--- src/rtl/pwm_audio_capture.sv ---
// Recovers WIDTH-bit PCM samples from a 1-bit PWM line by counting high cycles over 2^WIDTH-cycle windows.
// Optional majority deglitch filter after the synchronizer: define PWM_AUDIO_CAPTURE_DEGLITCH_EN.
module pwm_audio_capture #(
    parameter int WIDTH       = 8,
    parameter int SYNC_STAGES = 2
) (
    input  logic             clk,
    input  logic             rst_n,
    input  logic             ena,
    input  logic             pwm_in,
    input  logic             clear_overrun,
    input  logic             sample_rdy,
    output logic [WIDTH-1:0] sample,
    output logic             sample_vld,
    output logic             overrun
);

    localparam logic [WIDTH-1:0] WCNT_LAST = '1;
    localparam logic [WIDTH:0]   SAT_MAX   = {1'b0, {WIDTH{1'b1}}};

    logic [SYNC_STAGES-1:0] sync_q, sync_d;
    logic                   pwm_s;
    logic                   cnt_bit;

    logic [WIDTH-1:0] wcnt_q, wcnt_d;
    logic [WIDTH:0]   hcnt_q, hcnt_d;
    logic [WIDTH:0]   hsum;
    logic [WIDTH-1:0] total;
    logic             win_done;

    logic [WIDTH-1:0] sample_q, sample_d;
    logic             sample_vld_q, sample_vld_d;
    logic             overrun_q, overrun_d;
    logic             xfer;
    logic             ovr_set;

    always_comb begin
        sync_d = {sync_q[SYNC_STAGES-2:0], pwm_in};
        pwm_s  = sync_q[SYNC_STAGES-1];
    end

`ifdef PWM_AUDIO_CAPTURE_DEGLITCH_EN
    // Majority of three consecutive bits; its centre tap gives exactly one cycle of delay.
    logic [1:0] tap_q, tap_d;

    always_comb begin
        tap_d   = {tap_q[0], pwm_s};
        cnt_bit = (pwm_s & tap_q[0]) | (pwm_s & tap_q[1]) | (tap_q[0] & tap_q[1]);
    end

    always_ff @(posedge clk or negedge rst_n) begin
        if (!rst_n) begin
            tap_q <= '0;
        end else begin
            tap_q <= tap_d;
        end
    end
`else
    always_comb begin
        cnt_bit = pwm_s;
    end
`endif

    always_comb begin
        hsum     = hcnt_q + {{WIDTH{1'b0}}, cnt_bit};
        total    = (hsum > SAT_MAX) ? WCNT_LAST : hsum[WIDTH-1:0];
        wcnt_d   = wcnt_q;
        hcnt_d   = hcnt_q;
        win_done = 1'b0;
        if (ena) begin
            wcnt_d = wcnt_q + 1'b1;
            if (wcnt_q == WCNT_LAST) begin
                win_done = 1'b1;
                hcnt_d   = '0;
            end else begin
                hcnt_d = hsum;
            end
        end
    end

    // A finished window is dropped only when the held sample is not leaving this cycle.
    always_comb begin
        xfer         = sample_vld_q & sample_rdy;
        sample_d     = sample_q;
        sample_vld_d = sample_vld_q;
        ovr_set      = 1'b0;
        if (win_done) begin
            if (!sample_vld_q || xfer) begin
                sample_d     = total;
                sample_vld_d = 1'b1;
            end else begin
                ovr_set = 1'b1;
            end
        end else if (xfer) begin
            sample_vld_d = 1'b0;
        end
        overrun_d = ovr_set | (overrun_q & ~clear_overrun);
    end

    always_ff @(posedge clk or negedge rst_n) begin
        if (!rst_n) begin
            sync_q       <= '0;
            wcnt_q       <= '0;
            hcnt_q       <= '0;
            sample_q     <= '0;
            sample_vld_q <= 1'b0;
            overrun_q    <= 1'b0;
        end else begin
            sync_q       <= sync_d;
            wcnt_q       <= wcnt_d;
            hcnt_q       <= hcnt_d;
            sample_q     <= sample_d;
            sample_vld_q <= sample_vld_d;
            overrun_q    <= overrun_d;
        end
    end

    assign sample     = sample_q;
    assign sample_vld = sample_vld_q;
    assign overrun    = overrun_q;

endmodule

--- config.mk ---
export PLATFORM = sky130hd
export DESIGN_NAME = pwm_audio_capture
export DESIGN_NICKNAME = d
export VERILOG_FILES = /design/src/rtl/pwm_audio_capture.sv
export SDC_FILE = /design/constraint.sdc
export NUM_CORES = 1
export LEC_CHECK = 0
export BUFFER_PORTS_ARGS = -buffer_cell sky130_fd_sc_hd__buf_4
export CAP_MARGIN = 20
export CORE_ASPECT_RATIO = 0.7
export CORE_MARGIN = 2
export CORE_UTILIZATION = 60
export CTS_CLUSTER_DIAMETER = 150
export DETAILED_ROUTE_END_ITERATION = 7
export PLACE_DENSITY = 0.79
export RECOVER_POWER = 25
export SKIP_CTS_REPAIR_TIMING = 1
export SLEW_MARGIN = 20
export SYNTH_ARGS = -nofsm -noshare
export SYNTH_HDL_FRONTEND = slang
export SYNTH_SLANG_ARGS = --single-unit
--- constraint.sdc ---
create_clock -name clk -period 3.2 [get_ports clk]
set_clock_uncertainty 0.1 [all_clocks]
set_input_delay 0.48 -clock clk [delete_from_list [all_inputs] [get_ports clk]]
set_output_delay 0.48 -clock clk [all_outputs]
set_load 0.01 [all_outputs]
==> metrics.log, run 1 <==
[metrics] result of the run: complete, no violations
[metrics] number of endpoints with negative hold slack in the final report: 0
[metrics] number of global-route vias before repair: 901
[metrics] Period Utilization, post-route: 63.1%
[metrics] post-synthesis sequential element count: 29
[metrics] Finished Layout Cells: 171
[metrics] endpoint arrival time on the critical path: around 2.1 ns
[metrics] number of cells on the worst reg-to-reg path: 6
[metrics] number of antenna violations at the first check in global routing: 0
[metrics] # rows: 14
[metrics] Worst Hold Path EP: sync_q[0]$_DFF_PN0_
[metrics] GRT Total Usage: a little under a quarter
[metrics] post-synth net total: approximately 130
[metrics] flop-to-flop setup slack: 1.28 ns
[metrics] number of search-and-repair iterations in the first detailed-routing pass: 4
[metrics] detailed-route vias per instance: around 5.5
[metrics] final setup violation count: 0
[metrics] post-synthesis instance area: around 1300 µm²
[metrics] clock-pin slew on the worst setup and hold paths: approximately 0.080 ns
[metrics] wirelength, routed: approximately 2600 µm
[metrics] most common cell after layout, fill and taps aside: sky130_fd_sc_hd__dfrtp_1
[metrics] buffers from clock root to sink, at most: 2
[metrics] setup repair after global routing missed its margin: false
[metrics] Synth-to-Final Area Change: 12.9%
[metrics] FF-to-FF Start: hcnt_q[0]$_DFFE_PN0P_
[metrics] cell types with the largest area share after synthesis: sky130_fd_sc_hd__dfrtp_1, sky130_fd_sc_hd__xnor2_1, sky130_fd_sc_hd__o22ai_1
[metrics] sum of overflow across all layers after global routing: 0
[metrics] number of top-level pins: 16
[metrics] worst-skew pair later-pin latency: a little over 0.3 ns
[metrics] initial core utilization: around 62%
[metrics] endpoint type of the worst setup path: async pin
[metrics] Core Box Area: 2120 µm²
[metrics] Inst Count DP: 163
[metrics] critical path start-end classification: input port to async pin
[metrics] cell count after synthesis: ~120
[metrics] fraction of final layout cells sized beyond drive strength 1: between 20% and 30%
[metrics] slowest stage cell on the critical path: sky130_fd_sc_hd__clkbuf_1
[metrics] number of violations reported at the end of detailed-routing iteration 0: 38
[metrics] max_slew headroom: 0.489%
[metrics] instance count along the most critical hold path: 1
[metrics] buffers and inverters on the worst path: 2
[metrics] pre-CTS worst setup slack: ~1.3 ns
[metrics] DRC violations left: 0
[metrics] Yosys top cell area share: 54.8%
[metrics] cell taking the most area after synthesis: sky130_fd_sc_hd__dfrtp_1
[metrics] gpl congestion: 0.817
[metrics] clock sinks: 29
[metrics] MaxCap Viol Count: 0
[metrics] CTS Root Cell: sky130_fd_sc_hd__clkbuf_4
[metrics] die outline height: ~43 µm
[metrics] wire length of the first global-routing pass: roughly 4200 µm
[metrics] die footprint: around 2600 µm²
[metrics] post-route setup TNS: 0 ns
[metrics] die span in x: approximately 60 µm
[metrics] Slew Viols, Final: 0
[metrics] critical register-to-register path endpoint: sample[5]$_DFFE_PN0P_
[metrics] ANT nets after route: 0
[metrics] Tmin final: around 2.0 ns
[metrics] HP Class: input port to register
[metrics] Leak: around 0.69 nW
[metrics] maximum frequency from static timing analysis: ~0.50 GHz
[metrics] sequential area share after synthesis: between 50% and 60%
[metrics] maximum number of pins on one net before global-route repair: 30
[metrics] TritonCTS clock tree: built
[metrics] syn avg cell area: around 11 µm²
[metrics] detailed placer's ending HPWL: between 1500 and 2000 µm
[metrics] maximum fanout encountered on the critical timing path: 29
[metrics] utilization after layout: a little over two thirds
[metrics] quantity of I/O buffers inserted on ports: 15
[metrics] Max IR drop VDD: between 0.5 and 0.6 mV
[metrics] Final Net Count: 148
[metrics] cell family with most CP delay: buffers and inverters
[metrics] unique cell type count in the Yosys netlist: 30
[metrics] number of vias in the routed layout: around 940
[metrics] pwr/cell area: ~640 nW/µm²
[metrics] Num CTS Buffers: 5
[metrics] sequence of cells on the critical path: dlygate4sd3_1 -> clkbuf_1
[metrics] worst slack on hold paths: 0.194 ns
[metrics] CTS H-tree lvls: 2
[metrics] Required @ worst endpoint: ~3.3 ns
[metrics] slowest cell delay on critical path: around 1.1 ns
[metrics] commonest cells after routing, fill and taps aside: sky130_fd_sc_hd__dfrtp_1, sky130_fd_sc_hd__buf_4, sky130_fd_sc_hd__nor2_1
[metrics] post-route setup slack: 1.18 ns
[metrics] start point of the worst min-delay path: pwm_in
[metrics] kind of launch point of the worst setup path: input port
[metrics] detail-routed net length per standard cell: roughly 15 µm
[metrics] total of warnings raised by yosys: 0
[metrics] Tightest Pin Transition: roughly 1.5 ns
[metrics] # diodes: 0
## state kept, by name, summed over array words and instances (netlist names)
| name | cells |
|---|---|
| hcnt_q | 9 |
| sample_vld | 1 |
| sample | 8 |
| overrun | 1 |
| sync_q | 2 |
| wcnt_q | 8 |
## worst max path at each step
stage                     startpoint                    end  slack, ns  cells after the start
2_1_floorplan  hcnt_q[0]$_DFFE_PN0P_  sample[0]$_DFFE_PN0P_       1.42                      6
3_3_place_gp                     ena  sample[6]$_DFFE_PN0P_       1.33                      5
3_5_place_dp                     ena  sample[5]$_DFFE_PN0P_       1.27                      5
4_1_cts        hcnt_q[0]$_DFFE_PN0P_  sample[5]$_DFFE_PN0P_       1.29                      6
5_1_grt                        rst_n  sample[4]$_DFFE_PN0P_       0.86                      2
6_report                       rst_n  hcnt_q[4]$_DFFE_PN0P_       1.18                      2
## cells in the mapped netlist, drive strengths merged
cell	count
dfrtp	29
nor2	12
inv	11
xnor2	10
a31oi	8
o22ai	8
nand2	5
nand4	5
buf	4
nand3	4
o21ai	4
ha	3
xor2	3
a21o	2
and4	2
clkbuf	2
nor3b	2
a21oi	1
and2	1
and3	1
mux2	1
nand2b	1
nor3	1
nor4	1
or4b	1
## cell families after synthesis
kind of cell	count (synthesis)	share of synthesized area (%)
flip-flops	29	54.8
AO/OA/AOI/OAI	23	11.7
adder cells (fa/ha/maj)	3	2.84
AND/OR/NAND/NOR	36	14.8
buffers and inverters	17	6.33
multiplexers	1	0.851
XOR/XNOR	13	8.60
## power breakdown
part / internal (mW) / switching, mW
Sequential: 0.442 / 0.0962
Combinational: 0.0960 / 0.0995
Clock: 0.104 / 0.119
Total: 0.641 / 0.314
## metrics by stage
| step | power [mW] | instance area (µm²) |
|---|---|---|
| after global routing | 1.01 | 1500 |
| after detailed placement | 0.736 | 1430 |
| after CTS | 0.953 | 1490 |
| after global placement | 0.715 | 1430 |
| after floorplan | 0.687 | 1320 |
| final | 0.956 | 1500 |
## cell type report
cell class	count	area, µm²
inverters	11	41.3
repair buffers	16	119
fillers	169	624
multi-input cells	76	514
well taps	32	40.0
clock buffers	7	55.1
flip-flops and latches	29	726
## routing by layer
layer  GRT usage [%]  wire, µm
met1            30.5      1240
met4            5.33         0
met3            10.4       141
met5               0         0
met2            35.0      1180
Note: power is estimated with default switching activity, not from simulation.
==> run 2, diff against run 1 <==
- ABC_AREA: not set -> 1
- CORE_UTILIZATION: 60 -> 56
- PLACE_DENSITY: 0.79 -> 0.74
- clock period: 3.2 -> 2.04 ns (I/O delays scaled with it)
==> metrics.log, run 2 <==
[metrics] sw frac: 32.0% (-0.88 points)
[metrics] endpoint type of the worst setup path: register
[metrics] wire length of the first global-routing pass: 4350 µm (+3.4%)
[metrics] setup repair after global routing missed its margin: false
[metrics] quantity of I/O buffers inserted on ports: 15 (unchanged)
[metrics] number of global-route vias before repair: 985 (+9.3%)
[metrics] MaxCap Viol Count: 0 (unchanged)
[metrics] number of antenna violations at the first check in global routing: 0 (unchanged)
[metrics] max FFs per register: 9 (unchanged)
[metrics] buffers from clock root to sink, at most: 2 (unchanged)
[metrics] most common cell in the netlist: sky130_fd_sc_hd__nand2_1
[metrics] detailed-route vias per instance: 4.87 (-12%)
[metrics] Clock power frac: 30.1% (+6.8 points)
[metrics] number of endpoints with negative hold slack in the final report: 0 (unchanged)
[metrics] commonest cells after routing, fill and taps aside: sky130_fd_sc_hd__nand2_1, sky130_fd_sc_hd__dfrtp_1, sky130_fd_sc_hd__inv_1
[metrics] syn avg cell area: 8.61 µm² (-21%)
[metrics] slowest cell delay on critical path: 0.36 ns (-0.72 ns)
[metrics] wirelength, routed: 2520 µm (-1.6%)
[metrics] DRC violations left: 0 (unchanged)
[metrics] Num CTS Buffers: 5 (unchanged)
[metrics] die outline height: 45.0 µm (+3.9%)
[metrics] number of search-and-repair iterations in the first detailed-routing pass: 4 (unchanged)
[metrics] GRT Total Usage: 21.0% (-2.0 points)
[metrics] Worst path most repeated cell: sky130_fd_sc_hd__nand2_1
[metrics] number of top-level pins: 16 (unchanged)
[metrics] top post-synthesis cells by count: sky130_fd_sc_hd__nand2_1, sky130_fd_sc_hd__dfrtp_1, sky130_fd_sc_hd__inv_1, sky130_fd_sc_hd__nand3_1
[metrics] total of warnings raised by yosys: 0 (unchanged)
[metrics] number of enable-type register cells in the synthesized netlist: 0 (unchanged)
[metrics] maximum fanout encountered on the critical timing path: 9 (-69%)
[metrics] Slew Viols, Final: 0 (unchanged)
[metrics] # rows: 14 (unchanged)
[metrics] sequence of cells on the critical path: ha_1 -> ha_1 -> nand2_1 -> nor2_2 -> nand3_1 -> nand2_2 -> nand2_1 -> nand2_1 -> nand2_1
[metrics] clock-pin slew on the worst setup and hold paths: 0.10 ns (+0.02 ns)
[metrics] initial core utilization: 60.9% (-1.6 points)
[metrics] Synth-to-Final Area Change: 18.6%
[metrics] Synth async-reset ratio: 100% (unchanged)
[metrics] maximum frequency from static timing analysis: between 0.6 and 0.7 GHz
[metrics] gpl congestion: 0.836 (+2.4%)
[metrics] post-synth net total: 165 (+26%)
[metrics] result of the run: complete, no violations
[metrics] number of violations reported at the end of detailed-routing iteration 0: 69 (+82%)
[metrics] detail-routed net length per standard cell: 11.9 µm (-21%)
[metrics] Core Box Area: 2210 µm² (+4.1%)
[metrics] fraction of final layout cells sized beyond drive strength 1: 16.7% (-3.5 points)
[metrics] DP Area: 1490 µm² (+4.0%)
[metrics] die span in x: 62.6 µm (+4.0%)
[metrics] pwr/cell area: 1030 nW/µm² (+62%)
[metrics] cell taking the most area after synthesis: sky130_fd_sc_hd__dfrtp_1
[metrics] critical path start-end classification: register to register
[metrics] portion of total power attributed to combinational logic: 21.0% (+0.6 points)
[metrics] Leak: 0.837 nW (+22%)
[metrics] TritonCTS clock tree: built
[metrics] worst-skew pair later-pin latency: 0.34 ns (+0.03 ns)
[metrics] Period Utilization, post-route: between 80% and 90%
[metrics] sequential area share after synthesis: 54.0% (-0.82 points)
[metrics] post-synthesis sequential element count: 29 (unchanged)
[metrics] max_slew headroom: 54.0% (+53 points)
[metrics] final setup violation count: 0 (unchanged)
[metrics] Final Net Count: 188 (+27%)
[metrics] cell family with most CP delay: simple AND/OR/NAND/NOR gates
[metrics] endpoint arrival time on the critical path: 1.80 ns (-0.29 ns)
[metrics] slowest stage cell on the critical path: sky130_fd_sc_hd__dfrtp_1
[metrics] Tightest Pin Transition: 0.691 ns (-0.802 ns)
[metrics] # diodes: 0 (unchanged)
[metrics] cell types with the largest area share after synthesis: sky130_fd_sc_hd__dfrtp_1, sky130_fd_sc_hd__nand2_1, sky130_fd_sc_hd__inv_1
[metrics] HP Class: input port to register
[metrics] top_reg_cell synth: sky130_fd_sc_hd__dfrtp_1
[metrics] Required @ worst endpoint: 2.18 ns (-1.09 ns)
[metrics] die footprint: 2810 µm² (+8.1%)
[metrics] kind of launch point of the worst setup path: register
[metrics] buffers and inverters on the worst path: 0 (-2)
[metrics] ANT nets after route: 0 (unchanged)
[metrics] finished layout cell area: 1590 µm² (+6.6%)
[metrics] total net switching power: 527 µW (+68%)
[metrics] clock sinks: 29 (unchanged)
[metrics] cell count after synthesis: 156 (+28%)
[metrics] detailed placer's ending HPWL: 1780 µm (-6.6%)
[metrics] post-synthesis instance area: 1340 µm² (+1.5%)
[metrics] Max IR drop VDD: 0.748 mV (+46%)
[metrics] CTS Root Cell: sky130_fd_sc_hd__clkbuf_4
[metrics] register with the most flip-flops: hcnt_q
[metrics] post-route setup TNS: 0 ns (unchanged)
[metrics] Tmin final: about 1.7 ns
[metrics] unique cell type count in the Yosys netlist: 17 (-43%)
[metrics] sum of overflow across all layers after global routing: 0 (unchanged)
[metrics] CTS H-tree lvls: 2 (unchanged)
[metrics] Yosys top cell area share: 54.0% (-0.82 points)
[metrics] number of vias in the routed layout: 1033 (+9.5%)
[metrics] most common cell after layout, fill and taps aside: sky130_fd_sc_hd__nand2_1
[metrics] maximum number of pins on one net before global-route repair: 30 (unchanged)
[metrics] proportion of power drawn by flip-flops and latches: 48.9% (-7.4 points)
[metrics] internal power: 1.12 mW (+74%)
[run 2: changes by cell type in the layout (fill, tap and decap cells not counted), moves of 3 or more]
| cell | change |
|---|---|
| sky130_fd_sc_hd__nand3_1 | +4 |
| sky130_fd_sc_hd__nand4_1 | -5 |
| sky130_fd_sc_hd__o21ai_0 | +3 |
| sky130_fd_sc_hd__nand2_1 | +56 |
| sky130_fd_sc_hd__nor2_1 | -5 |
| sky130_fd_sc_hd__inv_1 | +6 |
| sky130_fd_sc_hd__xnor2_1 | -7 |
| sky130_fd_sc_hd__a31oi_1 | -6 |
| sky130_fd_sc_hd__xor2_1 | +3 |
[run 2: per-layer routing]
layer / wire, µm / GRT usage (%) / share of wire, % / vias up
met3: 160 / 7.48 / 6.4 / 7
met1: 1320 / 29.8 / 52 / 455
met2: 992 / 28.8 / 39 / 33
li1: - / - / - / 538
met5: 0 / 0 / 0 / -
met4: 44 / 10.7 / 1.7 / 0
[run 2: area by class of cell]
class	count	area [µm²]
Clock inverter	1	30.0
Timing Repair Buffer	17	130
Multi-Input combinational cell	108	541
Inverter	18	72.6
Sequential cell	29	726
Tap cell	32	40.0
Fill cell	193	613
Clock buffer	7	55.1
[run 2: worst paths after layout]
path                                  startpoint                    end  slack, ns  cells past startpoint
setup / recovery           hcnt_q[0]$_DFFE_PN0P_  sample[3]$_DFFE_PN0P_       0.37                      9
hold / removal                     clear_overrun      overrun$_DFF_PN0_       0.05                      2
setup reg to reg           hcnt_q[0]$_DFFE_PN0P_  sample[3]$_DFFE_PN0P_       0.37                      9
hold reg to reg              sync_q[0]$_DFF_PN0_    sync_q[1]$_DFF_PN0_       0.25                      0
max in group asynchronous                  rst_n  hcnt_q[6]$_DFFE_PN0P_       0.95                      2
min in group asynchronous                  rst_n  hcnt_q[2]$_DFFE_PN0P_       0.43                      2
[run 2: metrics by stage]
step	instances	worst slack (ns)	hold WS [ns]	total power, mW	utilization [%]
floorplan	156	0.552	-0.0896	1.04	-
global placement	202	0.482	0.147	1.13	67.6
detailed placement	202	0.391	0.149	1.15	67.6
CTS	210	0.384	-0.222	1.65	71.4
global route	212	0.230	0.0516	1.74	72.2
finish	212	0.374	0.0490	1.65	72.2
[run 2: power by group through the flow]
stage	Combinational [mW]	Clock [mW]	Sequential [mW]
floorplan	0.254	0	0.789
global placement	0.320	0	0.807
detailed placement	0.333	0	0.815
CTS	0.342	0.503	0.805
global route	0.389	0.529	0.822
finish	0.345	0.495	0.806
[run 2: cell families (layout without fill, tap and decap cells)]
logic type | count (synthesis) | after routing | synth area share [%]
AO/OA/AOI/OAI | 13 | 13 | 5.49
XOR/XNOR | 9 | 9 | 5.87
adder cells (fa/ha/maj) | 3 | 3 | 2.79
AND/OR/NAND/NOR | 83 | 83 | 26.1
flip-flops | 29 | 29 | 54.0
buffers and inverters | 19 | 43 | 5.77
==> run 3, diff against run 2 <==
- clock period: 2.04 -> 1.7 ns (I/O delays scaled with it)
==> metrics.log, run 3 (synthesis gave the netlist of run 2 again) <==
[metrics] pre-CTS worst setup slack: 0.0799 ns (-0.311 ns)
[metrics] HP Class: input port to register
[metrics] sum of overflow across all layers after global routing: 0 (unchanged)
[metrics] number of endpoints with negative hold slack in the final report: 0 (unchanged)
[metrics] Tmin final: 1.59 ns (-0.0735 ns)
[metrics] worst-skew pair later-pin latency: 0.34 ns (about the same)
[metrics] endpoint type of the worst setup path: register
[metrics] die footprint: 2810 µm² (unchanged)
[metrics] Final Net Count: 190 (+1.1%)
[metrics] Num CTS Buffers: 5 (unchanged)
[metrics] register with the most flip-flops: hcnt_q
[metrics] kind of launch point of the worst setup path: register
[metrics] portion of total power attributed to combinational logic: 24.0% (+3.0 points)
[metrics] Max IR drop VDD: 0.687 mV (-8.3%)
[metrics] detailed-route vias per instance: 4.93 (+1.3%)
[metrics] number of violations reported at the end of detailed-routing iteration 0: 93 (+35%)
[metrics] CTS H-tree lvls: 2 (unchanged)
[metrics] number of global-route vias before repair: 1011 (+2.6%)
[metrics] total power consumption of the routed design: 1.81 mW (+10%)
[metrics] sw frac: 35.7% (+3.6 points)
[metrics] wirelength, routed: 2730 µm (+8.6%)
[metrics] maximum frequency from static timing analysis: 0.628 GHz (+4.6%)
[metrics] number of top-level pins: 16 (unchanged)
[metrics] TritonCTS clock tree: built
[metrics] detail-routed net length per standard cell: 12.8 µm (+7.6%)
[metrics] maximum number of pins on one net before global-route repair: 30 (unchanged)
[metrics] post-route setup slack: 0.107 ns (-0.266 ns)
[metrics] Period Utilization, post-route: 93.7% (+12 points)
[metrics] die outline height: 45.0 µm (unchanged)
[metrics] number of vias in the routed layout: 1056 (+2.2%)
[metrics] Synth-to-Final Area Change: 19.4%
[metrics] # rows: 14 (unchanged)
[metrics] CTS Root Cell: sky130_fd_sc_hd__clkbuf_4
[metrics] detailed placer's ending HPWL: 1820 µm (+2.2%)
[metrics] utilization after layout: 72.7% (+0.45 points)
[metrics] DRC violations left: 0 (unchanged)
[metrics] number of antenna violations at the first check in global routing: 0 (unchanged)
[metrics] # diodes: 0 (unchanged)
[metrics] number of search-and-repair iterations in the first detailed-routing pass: 4 (unchanged)
[metrics] footprint of the multi-input gates: 574 µm² (+6.3%)
[metrics] clock-pin slew on the worst setup and hold paths: 0.10 ns (about the same)
[metrics] Slew Viols, Final: 0 (unchanged)
[metrics] Leak: 0.826 nW (-1.2%)
[metrics] Core Box Area: 2210 µm² (unchanged)
[metrics] Required @ worst endpoint: 1.85 ns (-0.33 ns)
[metrics] initial core utilization: 60.9% (unchanged)
[metrics] Tightest Pin Transition: 0.699 ns (+0.00880 ns)
[metrics] commonest cells after routing, fill and taps aside: sky130_fd_sc_hd__nand2_1, sky130_fd_sc_hd__dfrtp_1, sky130_fd_sc_hd__inv_1
[metrics] critical path start-end classification: register to register
[metrics] result of the run: complete, no violations
[metrics] final setup violation count: 0 (unchanged)
[metrics] pwr/cell area: 1130 nW/µm² (+9.3%)
[metrics] most common cell after layout, fill and taps aside: sky130_fd_sc_hd__nand2_1
[metrics] GRT Total Usage: 23.0% (+2.0 points)
[metrics] quantity of I/O buffers inserted on ports: 15 (unchanged)
[metrics] proportion of power drawn by flip-flops and latches: 53.9% (+5.0 points)
[metrics] die span in x: 62.6 µm (unchanged)
[metrics] Filler Cells Inserted: 183 (-5.2%)
[metrics] gpl congestion: 0.836 (unchanged)
[metrics] wire length of the first global-routing pass: 4640 µm (+6.7%)
[metrics] maximum fanout encountered on the critical timing path: 5 (-4)
[metrics] endpoint arrival time on the critical path: 1.74 ns (-0.06 ns)
[metrics] total net switching power: 645 µW (+23%)
[metrics] Clock power frac: 22.1% (-8.0 points)
[metrics] Sequential Area: 726 µm² (unchanged)
[metrics] max_slew headroom: 53.4% (-0.59 points)
[metrics] ANT nets after route: 0 (unchanged)
[metrics] clock sinks: 29 (unchanged)
[metrics] max FFs per register: 9 (unchanged)
[metrics] buffers from clock root to sink, at most: 2 (unchanged)
[metrics] fraction of final layout cells sized beyond drive strength 1: 19.2% (+2.6 points)
[metrics] worst slack on hold paths: 0.120 ns (+0.0710 ns)
[metrics] internal power: 1.16 mW (+4.1%)
[metrics] flop-to-flop setup slack: 0.11 ns (-0.27 ns)
[metrics] MaxCap Viol Count: 0 (unchanged)
==> run 3: path summary, 6_finish.rpt <==
path,start,cells after the start,to
max,hcnt_q[0]$_DFFE_PN0P_,9,sample[3]$_DFFE_PN0P_
min,ena,2,hcnt_q[7]$_DFFE_PN0P_
max reg2reg,hcnt_q[0]$_DFFE_PN0P_,9,sample[3]$_DFFE_PN0P_
min reg2reg,sync_q[0]$_DFF_PN0_,0,sync_q[1]$_DFF_PN0_
max in group asynchronous,rst_n,2,hcnt_q[6]$_DFFE_PN0P_
min in group asynchronous,rst_n,2,hcnt_q[1]$_DFFE_PN0P_
==> run 3: power groups by stage <==
stage | logic (mW) | clock network, mW | registers [mW]
final | 0.434 | 0.401 | 0.975
after CTS | 0.406 | 0.413 | 0.965
after floorplan | 0.305 | 0 | 0.947
after global routing | 0.501 | 0.441 | 1.00
after detailed placement | 0.398 | 0 | 0.976
after global placement | 0.385 | 0 | 0.969
==> run 3: layer usage <==
layer  share of wire, %  wire, µm  global-route usage (%)
met5                  0         0                       0
met4                1.6        44                    14.7
met3                6.9       188                    7.48
met2                 42      1150                    33.1
met1                 50      1350                    30.9
==> run 3: metrics by stage <==
step           std cells  setup TNS (ns)  cell area, µm²
3_5_place_dp         202               0            1490
6_report             214               0            1600
4_1_cts              210               0            1540
3_3_place_gp         202               0            1490
5_1_grt              214         -0.0580            1600
2_1_floorplan        156               0            1340
==> run 3: worst max-delay path, stage by stage (launching register included) <==
cell,delay (ns)
sky130_fd_sc_hd__dfrtp_1,0.36
sky130_fd_sc_hd__ha_2,0.22
sky130_fd_sc_hd__ha_4,0.15
sky130_fd_sc_hd__nand2_1,0.07
sky130_fd_sc_hd__nor2_2,0.19
sky130_fd_sc_hd__nand3_2,0.14
sky130_fd_sc_hd__nand2_4,0.10
sky130_fd_sc_hd__nand2_1,0.06
sky130_fd_sc_hd__nand2_1,0.07
sky130_fd_sc_hd__nand2_1,0.05
==> run 3: cell type report <==
class,instances,area share (%)
Sequential cell,29,45.2
Multi-Input combinational cell,109,35.8
Timing Repair Buffer,18,8.74
Inverter,18,4.52
Clock buffer,6,2.57
Tap cell,32,2.50
Clock inverter,2,0.624
